===== config.mk =====
export PLATFORM = sky130hd
export DESIGN_NAME = im_loader
export DESIGN_NICKNAME = d
export VERILOG_FILES = /design/src/rtl/im_loader.sv
export SDC_FILE = /design/constraint.sdc
export NUM_CORES = 1
export LEC_CHECK = 0
export CAP_MARGIN = 20
export CORE_MARGIN = 2
export CORE_UTILIZATION = 40
export DETAILED_ROUTE_END_ITERATION = 12
export PLACE_DENSITY_LB_ADDON = 0.3
export REMOVE_ABC_BUFFERS = 1
export SLEW_MARGIN = 25
export SYNTH_ARGS = -nofsm -noshare
export SYNTH_HDL_FRONTEND = slang
export SYNTH_SLANG_ARGS = --single-unit

===== constraint.sdc =====
create_clock -name clk -period 3.9 [get_ports clk]
set_clock_uncertainty 0.05 [all_clocks]
set_input_delay 0.78 -clock clk [delete_from_list [all_inputs] [get_ports clk]]
set_output_delay 0.78 -clock clk [all_outputs]
set_load 0.02 [all_outputs]

===== src/rtl/im_loader.sv =====
// Boot-time program loader: takes a framed byte stream, writes big-endian words into
// instruction memory and holds the CPU in reset until a load with a good checksum completes.
module im_loader #(
   parameter int ADDR_W = 9
) (
   input  logic              clk,
   input  logic              rst_n,
   input  logic              start,
   input  logic [7:0]        in_data,
   input  logic              in_valid,
   output logic              in_ready,
   output logic              im_we,
   output logic [ADDR_W-1:0] im_addr,
   output logic [31:0]       im_wdata,
   output logic              cpu_rst_n,
   output logic              done,
   output logic              err
);

   // state  | meaning
   // IDLE   | after reset, waiting for start
   // HDR_HI | expecting count high byte
   // HDR_LO | expecting count low byte, range-checks N
   // DATA   | collecting the four bytes of the next word
   // WRITE  | one-cycle instruction memory write
   // CHK    | expecting checksum byte
   // DONE   | good load, CPU released
   // ERR    | rejected load, CPU held
   typedef enum logic [2:0] {
      S_IDLE, S_HDR_HI, S_HDR_LO, S_DATA, S_WRITE, S_CHK, S_DONE, S_ERR
   } state_t;

   localparam logic [16:0] MAX_N = 17'(2 ** ADDR_W);

   state_t            state_q, state_d;
   logic [15:0]       cnt_q, cnt_d;
   logic [ADDR_W:0]   idx_q, idx_d;
   logic [1:0]        bcnt_q, bcnt_d;
   logic [23:0]       shift_q, shift_d;
   logic [7:0]        xor_q, xor_d;
   logic [ADDR_W-1:0] addr_q, addr_d;
   logic [31:0]       wdata_q, wdata_d;
   logic              accept;
   logic [15:0]       n_rx;

   assign in_ready  = (state_q == S_HDR_HI) || (state_q == S_HDR_LO) ||
                      (state_q == S_DATA)   || (state_q == S_CHK);
   assign accept    = in_valid && in_ready;
   assign n_rx      = {cnt_q[15:8], in_data};
   assign im_we     = (state_q == S_WRITE);
   assign im_addr   = addr_q;
   assign im_wdata  = wdata_q;
   assign cpu_rst_n = (state_q == S_DONE);
   assign done      = (state_q == S_DONE);
   assign err       = (state_q == S_ERR);

   always_comb begin
      state_d = state_q;
      cnt_d   = cnt_q;
      idx_d   = idx_q;
      bcnt_d  = bcnt_q;
      shift_d = shift_q;
      xor_d   = xor_q;
      addr_d  = addr_q;
      wdata_d = wdata_q;
      case (state_q)
         S_IDLE, S_DONE, S_ERR: begin
            if (start) begin
               state_d = S_HDR_HI;
               idx_d   = '0;
               xor_d   = '0;
               bcnt_d  = '0;
            end
         end
         S_HDR_HI: begin
            if (accept) begin
               cnt_d   = {in_data, 8'h00};
               state_d = S_HDR_LO;
            end
         end
         S_HDR_LO: begin
            if (accept) begin
               cnt_d = n_rx;
               if ({1'b0, n_rx} > MAX_N)  state_d = S_ERR;
               else if (n_rx == 16'd0)    state_d = S_CHK;
               else                       state_d = S_DATA;
            end
         end
         S_DATA: begin
            if (accept) begin
               xor_d  = xor_q ^ in_data;
               bcnt_d = bcnt_q + 2'd1;
               if (bcnt_q == 2'd3) begin
                  // Latch address and word here so they are stable throughout WRITE.
                  wdata_d = {shift_q, in_data};
                  addr_d  = idx_q[ADDR_W-1:0];
                  state_d = S_WRITE;
               end else begin
                  shift_d = {shift_q[15:0], in_data};
               end
            end
         end
         S_WRITE: begin
            idx_d = idx_q + 1'b1;
            if (16'(idx_d) == cnt_q) state_d = S_CHK;
            else                     state_d = S_DATA;
         end
         S_CHK: begin
            if (accept) state_d = (in_data == xor_q) ? S_DONE : S_ERR;
         end
         default: state_d = S_IDLE;
      endcase
   end

   always_ff @(posedge clk or negedge rst_n) begin
      if (!rst_n) begin
         state_q <= S_IDLE;
         cnt_q   <= '0;
         idx_q   <= '0;
         bcnt_q  <= '0;
         shift_q <= '0;
         xor_q   <= '0;
         addr_q  <= '0;
         wdata_q <= '0;
      end else begin
         state_q <= state_d;
         cnt_q   <= cnt_d;
         idx_q   <= idx_d;
         bcnt_q  <= bcnt_d;
         shift_q <= shift_d;
         xor_q   <= xor_d;
         addr_q  <= addr_d;
         wdata_q <= wdata_d;
      end
   end

endmodule


==> results of run 1 <==
-- per-layer routing --
metal | GRT usage, % | wire length [um]
met5 | 0 | 0
met4 | 4.80 | 113
met3 | 3.97 | 376
met2 | 26.7 | 4920
met1 | 22.8 | 4710
-- critical path: cells and delay by family (launching register included) --
family                 cells  cell delay (ns)
buffers and inverters      2             0.86
DFF                        1             0.63
and+or+nand+nor            2             0.48
-- registers in the layout, indices dropped and copies added, names as in the netlist --
signal / count
shift_q: 24
bcnt_q: 2
idx_q: 10
xor_q: 8
cnt_q: 16
im_wdata: 32
im_addr: 9
state_q: 3
-- layout make-up --
class                           instances  area [um2]  area share, %
Clock buffer                           10         239           4.06
Clock inverter                          6        61.3           1.04
Inverter                                4        15.0          0.255
Multi-Input combinational cell        284        2160           36.6
Sequential cell                       104        2600           44.2
Tap cell                              147         184           3.12
Timing Repair Buffer                   65         628           10.7
-- power by group through the flow --
stage	sequential, mW	combinational [mW]	clock [mW]
6_report	1.46	0.670	0.883
3_3_place_gp	1.46	0.648	0
5_1_grt	1.49	0.758	0.956
4_1_cts	1.46	0.677	0.916
2_1_floorplan	1.41	0.500	0
3_5_place_dp	1.48	0.670	0
-- kinds of logic (layout without fill, tap and decap cells) --
group                    count (synthesis)  in the layout  synth area share (%)
AO/OA/AOI/OAI                           74             74                  9.26
XOR/XNOR                                26             26                  4.96
adder cells (fa/ha/maj)                  3              3                 0.772
buffers and inverters                   24             85                  2.29
flip-flops                             104            104                  53.5
multiplexers                            75             75                  17.3
AND/OR/NAND/NOR                        106            106                  11.9
-- cells in the mapped netlist, drive strengths merged (9+ instances only) --
master | count | area (um2)
dfrtp | 104 | 2600
mux2 | 74 | 833
nor2 | 17 | 63.8
nand2b | 12 | 75.1
a21oi | 9 | 45.0
xnor2 | 11 | 96.3
nor2b | 13 | 81.3
xor2 | 14 | 123
a31oi | 9 | 56.3
nand2 | 25 | 93.8
o21ai | 38 | 190
buf | 14 | 73.8
-- stage by stage --
step / setup slack [ns] / total power [mW] / hold WS, ns
2_1_floorplan: 1.03 / 1.91 / 0.404
3_3_place_gp: 0.880 / 2.11 / 0.418
3_5_place_dp: 0.864 / 2.15 / 0.435
4_1_cts: 0.735 / 3.05 / 0.454
5_1_grt: 0.604 / 3.20 / 0.465
6_report: 0.755 / 3.01 / 0.448
-- worst max-delay path by stage --
stage / start / to / cells after the start
after floorplan: state_q[1] / im_addr[0] / 4
after global placement: in_data[3] / state_q[2] / 6
after detailed placement: in_data[3] / state_q[2] / 6
after CTS: state_q[0] / im_we / 4
after global routing: state_q[0] / im_we / 4
final: state_q[1] / im_we / 4
-- layout by cell type (no fill, tap or decap), types with 2 or more instances in the layout --
master           count
nand2b_1            12
a211oi_1             4
buf_4                9
nor3_1               3
xor2_1              14
a31oi_1              9
nand4_1              2
ha_1                 3
a21oi_1              9
o22ai_1              2
xnor2_1             11
and3_1               6
nand2_1             25
inv_6                2
nor4_1               6
clkdlybuf4s50_1     56
inv_1                4
dfrtp_1            104
o21ai_0             38
nor2_1              17
nor2b_1             13
mux2_2              74
clkbuf_16            9
or2_2                2
nand3_1              6
o31ai_1              4
or4_1                3
==> impl_metrics.toml, run 1 <==
[yosys]
synth_cells = 412
ys_seq_elements = 104
ys_types = 48
synth-edff-count = 0
netlist_area_mm2 = 0.00486
yosys_warnings = 0
syn_area_per_cell_um2 = 11.8
ys.flop_type = "dfrtp_1"
async_flop_share_pct = 100
synth-seq-area-share_pct = 53.5

[finish]
final_util_pct = 49.2
layout.cells.non_filler = 620
syn2layout_area_growth_pct = 21.0
nets = 483
fin_area_mm2 = 0.00589
fillers = 1114
drive_gt1_share_pct = 22.4
antenna_cells = 0

[clock_network]
root_buffer = "clkbuf_16"
cts_buffers = 9
cts_tree = "done"
cts_sinks = 104
htreeDepth = 3
cts_setup_buffers = 0
ctsHoldBuffers = 0
clk_pin_slew_ns = 0.07
cts.path.max_buffers = 2
clk_latency_ns = 0.34
post_cts_resize_count = 0

[critical_path]
worstPathMaxFanout = 20
cp_cell_sequence = "nor2_1 -> nand2_1 -> inv_1 -> clkdlybuf4s50_1"
r2r_end = "im_wdata[25]"
worstPathArrival_ns = 2.31
crit_path_start_kind = "flip-flop"
critical_path.max_stage_delay_ns = 0.65
ff2ff_setup_slack_ns = 1.14
r2r_start = "state_q[1]"
worst_path_max_delay_cell = "clkdlybuf4s50_1"
crit_required_ns = 3.07
ff2ff_path_depth = 6
endpoint_kind = "output port"
path_class = "reg2out"

[placed_design]
hpwlAfterDp_um = 6970
dp.cells = 604
port_buffers = 57
routabilityCongestion = 0.845
placed_cell_area_mm2 = 0.00559

[power]
clock_power_share_pct = 29.4
ir_drop_mv = 0.236
power_density_mw_per_mm2 = 511
p_comb_share_pct = 22.3
p_switching_mw = 0.942
p_leak_nw = 2.71
swShare_pct = 31.3
sequentialPowerShare_pct = 48.4
internal_power_mw = 2.07

[timing]
rsz0062_at_grt = "false"
finalMaxSlewViolations = 0
finalCritPeriodShare_pct = 80.6
final-hold-violation-count = 0
setup_tns_ns = 0
worst_slew_pin_slew_ns = 0.872
clock.fmax_mhz = 318
min_period_ns = 3.14
setup_viol = 0
slew_headroom_pct = 41.4

[routing]
via_per_inst = 5.33
routed_wl_um = 10100
drtIter0Drc = 172
routedWlPerCell_um = 16.3
ant_nets = 0
drc = 0
detail_route.first_pass.iterations = 4
num_vias = 3307

[worst_hold_path]
hold_class = "reg2reg"
holdPathEnd = "bcnt_q[1]"
min_from = "bcnt_q[1]"
whs_path_depth = 2

[run_status]
status = "completed"

[floorplan]
pin_count = 58
die_w_um = 114
start_util_pct = 40.7
core-area_mm2 = 0.0120
die_y_um = 114
rows = 40
die_area_mm2 = 0.0131

[global_routing]
track_usage_pct = 16.7
grt_pass1_vias = 3407
grt_max_degree = 63
overflow = 0
grt_pass1_wl_um = 17200
grt_antenna_before_repair = 0

[run]
cap_violations = 0
Note: power is estimated with default switching activity, not from simulation.
==> inputs of run 2 (changes only) <==
- clock period: 3.9 -> 3 ns (I/O delays scaled with it)
==> run 2 against run 1 <==
Final cell count is 1.6% higher; critical path depth stayed put; sequential cell count stayed put; first-iteration DRC count is 1.7% lower; via count is 2.5% higher; non-clock buffer count is 10 higher; utilization is 0.76 points higher; critical endpoint unchanged; largest cell class unchanged.
==> impl_metrics.toml, run 2 (same netlist as run 1, synthesis figures left out) <==
[run_status]
status = "completed"

[floorplan]
start_util_pct = 40.7
die_area_mm2 = 0.0131
pin_count = 58
rows = 40
die_w_um = 114
core-area_mm2 = 0.0120
die_y_um = 114

[global_routing]
grt_pass1_vias = 3438
busiest_layer = "met2"
use_met1_pct = 22.3
grt_pass1_wl_um = 17200
track_usage_pct = 16.7
grt_use_met2_pct = 25.7
grt_max_degree = 45
overflow = 0
use_met3_pct = 5.35
grt_antenna_before_repair = 0

[critical_path]
ff2ff_path_depth = 5
endpoint_kind = "output port"
crit_path_start_kind = "flip-flop"
r2r_start = "cnt_q[10]"
worstPathMaxFanout = 5
crit_required_ns = 2.35
ff2ff_setup_slack_ns = 0.52
path_class = "reg2out"
r2r_end = "state_q[1]"
worstPathArrival_ns = 1.99

[placed_design]
placed_cell_area_mm2 = 0.00567
routabilityCongestion = 0.876
hpwlAfterDp_um = 7090
port_buffers = 57

[timing]
final-hold-violation-count = 0
worst_slew_pin_slew_ns = 0.814
finalMaxSlewViolations = 0
setup_tns_ns = 0
finalCritPeriodShare_pct = 88.0
setup_viol = 0
rsz0062_at_grt = "false"
clock.fmax_mhz = 379
min_period_ns = 2.64
slew_headroom_pct = 45.8

[routing]
routedWlPerCell_um = 16.2
detail_route.first_pass.iterations = 4
drc = 0
routed_wl_um = 10200
ant_nets = 0
via_per_inst = 5.38
drtIter0Drc = 169
num_vias = 3389

[finish]
antenna_cells = 0
fin_area_mm2 = 0.00598
final_cell_mix = "104 x dfrtp_1, 74 x mux2_2, 56 x clkdlybuf4s50_1"
nets = 493
largest_reg_flops = 32
layout_commonest_cell = "dfrtp_1"
syn2layout_area_growth_pct = 22.9
drive_gt1_share_pct = 24.0

[clock_network]
cts_tree = "done"
post_cts_resize_count = 0
cts_sinks = 104
cts.path.max_buffers = 2
root_buffer = "clkbuf_16"
clk_latency_ns = 0.35
ctsHoldBuffers = 0
cts_setup_buffers = 0
clk_pin_slew_ns = 0.08
htreeDepth = 3
cts_buffers = 9

[run]
cap_violations = 0

[worst_hold_path]
hold_class = "in2async"

[power]
ir_drop_mv = 0.362
power_density_mw_per_mm2 = 661
p_leak_nw = 2.77
==> run 2: metrics by stage <==
step	std cells	hold WS, ns	worst slack [ns]	total power, mW	util [%]
after floorplan	392	0.254	0.125	2.49	-
after global placement	614	0.417	0.295	2.77	47.4
after detailed placement	614	0.434	0.276	2.81	47.4
after CTS	630	0.218	0.342	3.99	50.0
after global routing	630	0.232	0.233	4.17	50.0
final	630	0.196	0.361	3.95	50.0
==> run 2: area by class of cell <==
class | count | area [um2]
Clock inverter | 7 | 78.8
Fill cell | 1048 | 5980
Clock buffer | 9 | 225
Tap cell | 147 | 184
Inverter | 4 | 15.0
Sequential cell | 104 | 2600
Multi-Input combinational cell | 284 | 2160
Timing Repair Buffer | 75 | 716
==> run 2: power by group <==
group / total, mW / switching (mW) / internal, mW
clock: 1.16 / 0.571 / 0.594
sequential: 1.84 / 0.187 / 1.65
combinational: 0.949 / 0.493 / 0.456
total: 3.95 / 1.25 / 2.70
==> run 2: worst max-delay path, cell delays in order, from the launching register on <==
cell             delay (ns)
dfrtp_1                0.41
nor2_1                 0.26
nand2_1                0.12
inv_1                  0.21
clkdlybuf4s50_1        0.64
==> run 2: how the worst max path moves through the flow <==
stage / cells past startpoint / startpoint / end
5_1_grt: 4 / state_q[1] / im_we
2_1_floorplan: 4 / state_q[1] / im_addr[0]
3_5_place_dp: 6 / in_data[3] / state_q[2]
3_3_place_gp: 6 / in_data[3] / state_q[2]
4_1_cts: 4 / state_q[1] / im_we
6_report: 4 / state_q[1] / im_we
==> run 2: routing by layer <==
| metal | vias up | routed length (um) |
|---|---|---|
| li1 | 1599 | - |
| met2 | 94 | 4670 |
| met3 | 19 | 664 |
| met4 | 0 | 176 |
| met1 | 1677 | 4710 |
| met5 | - | 0 |
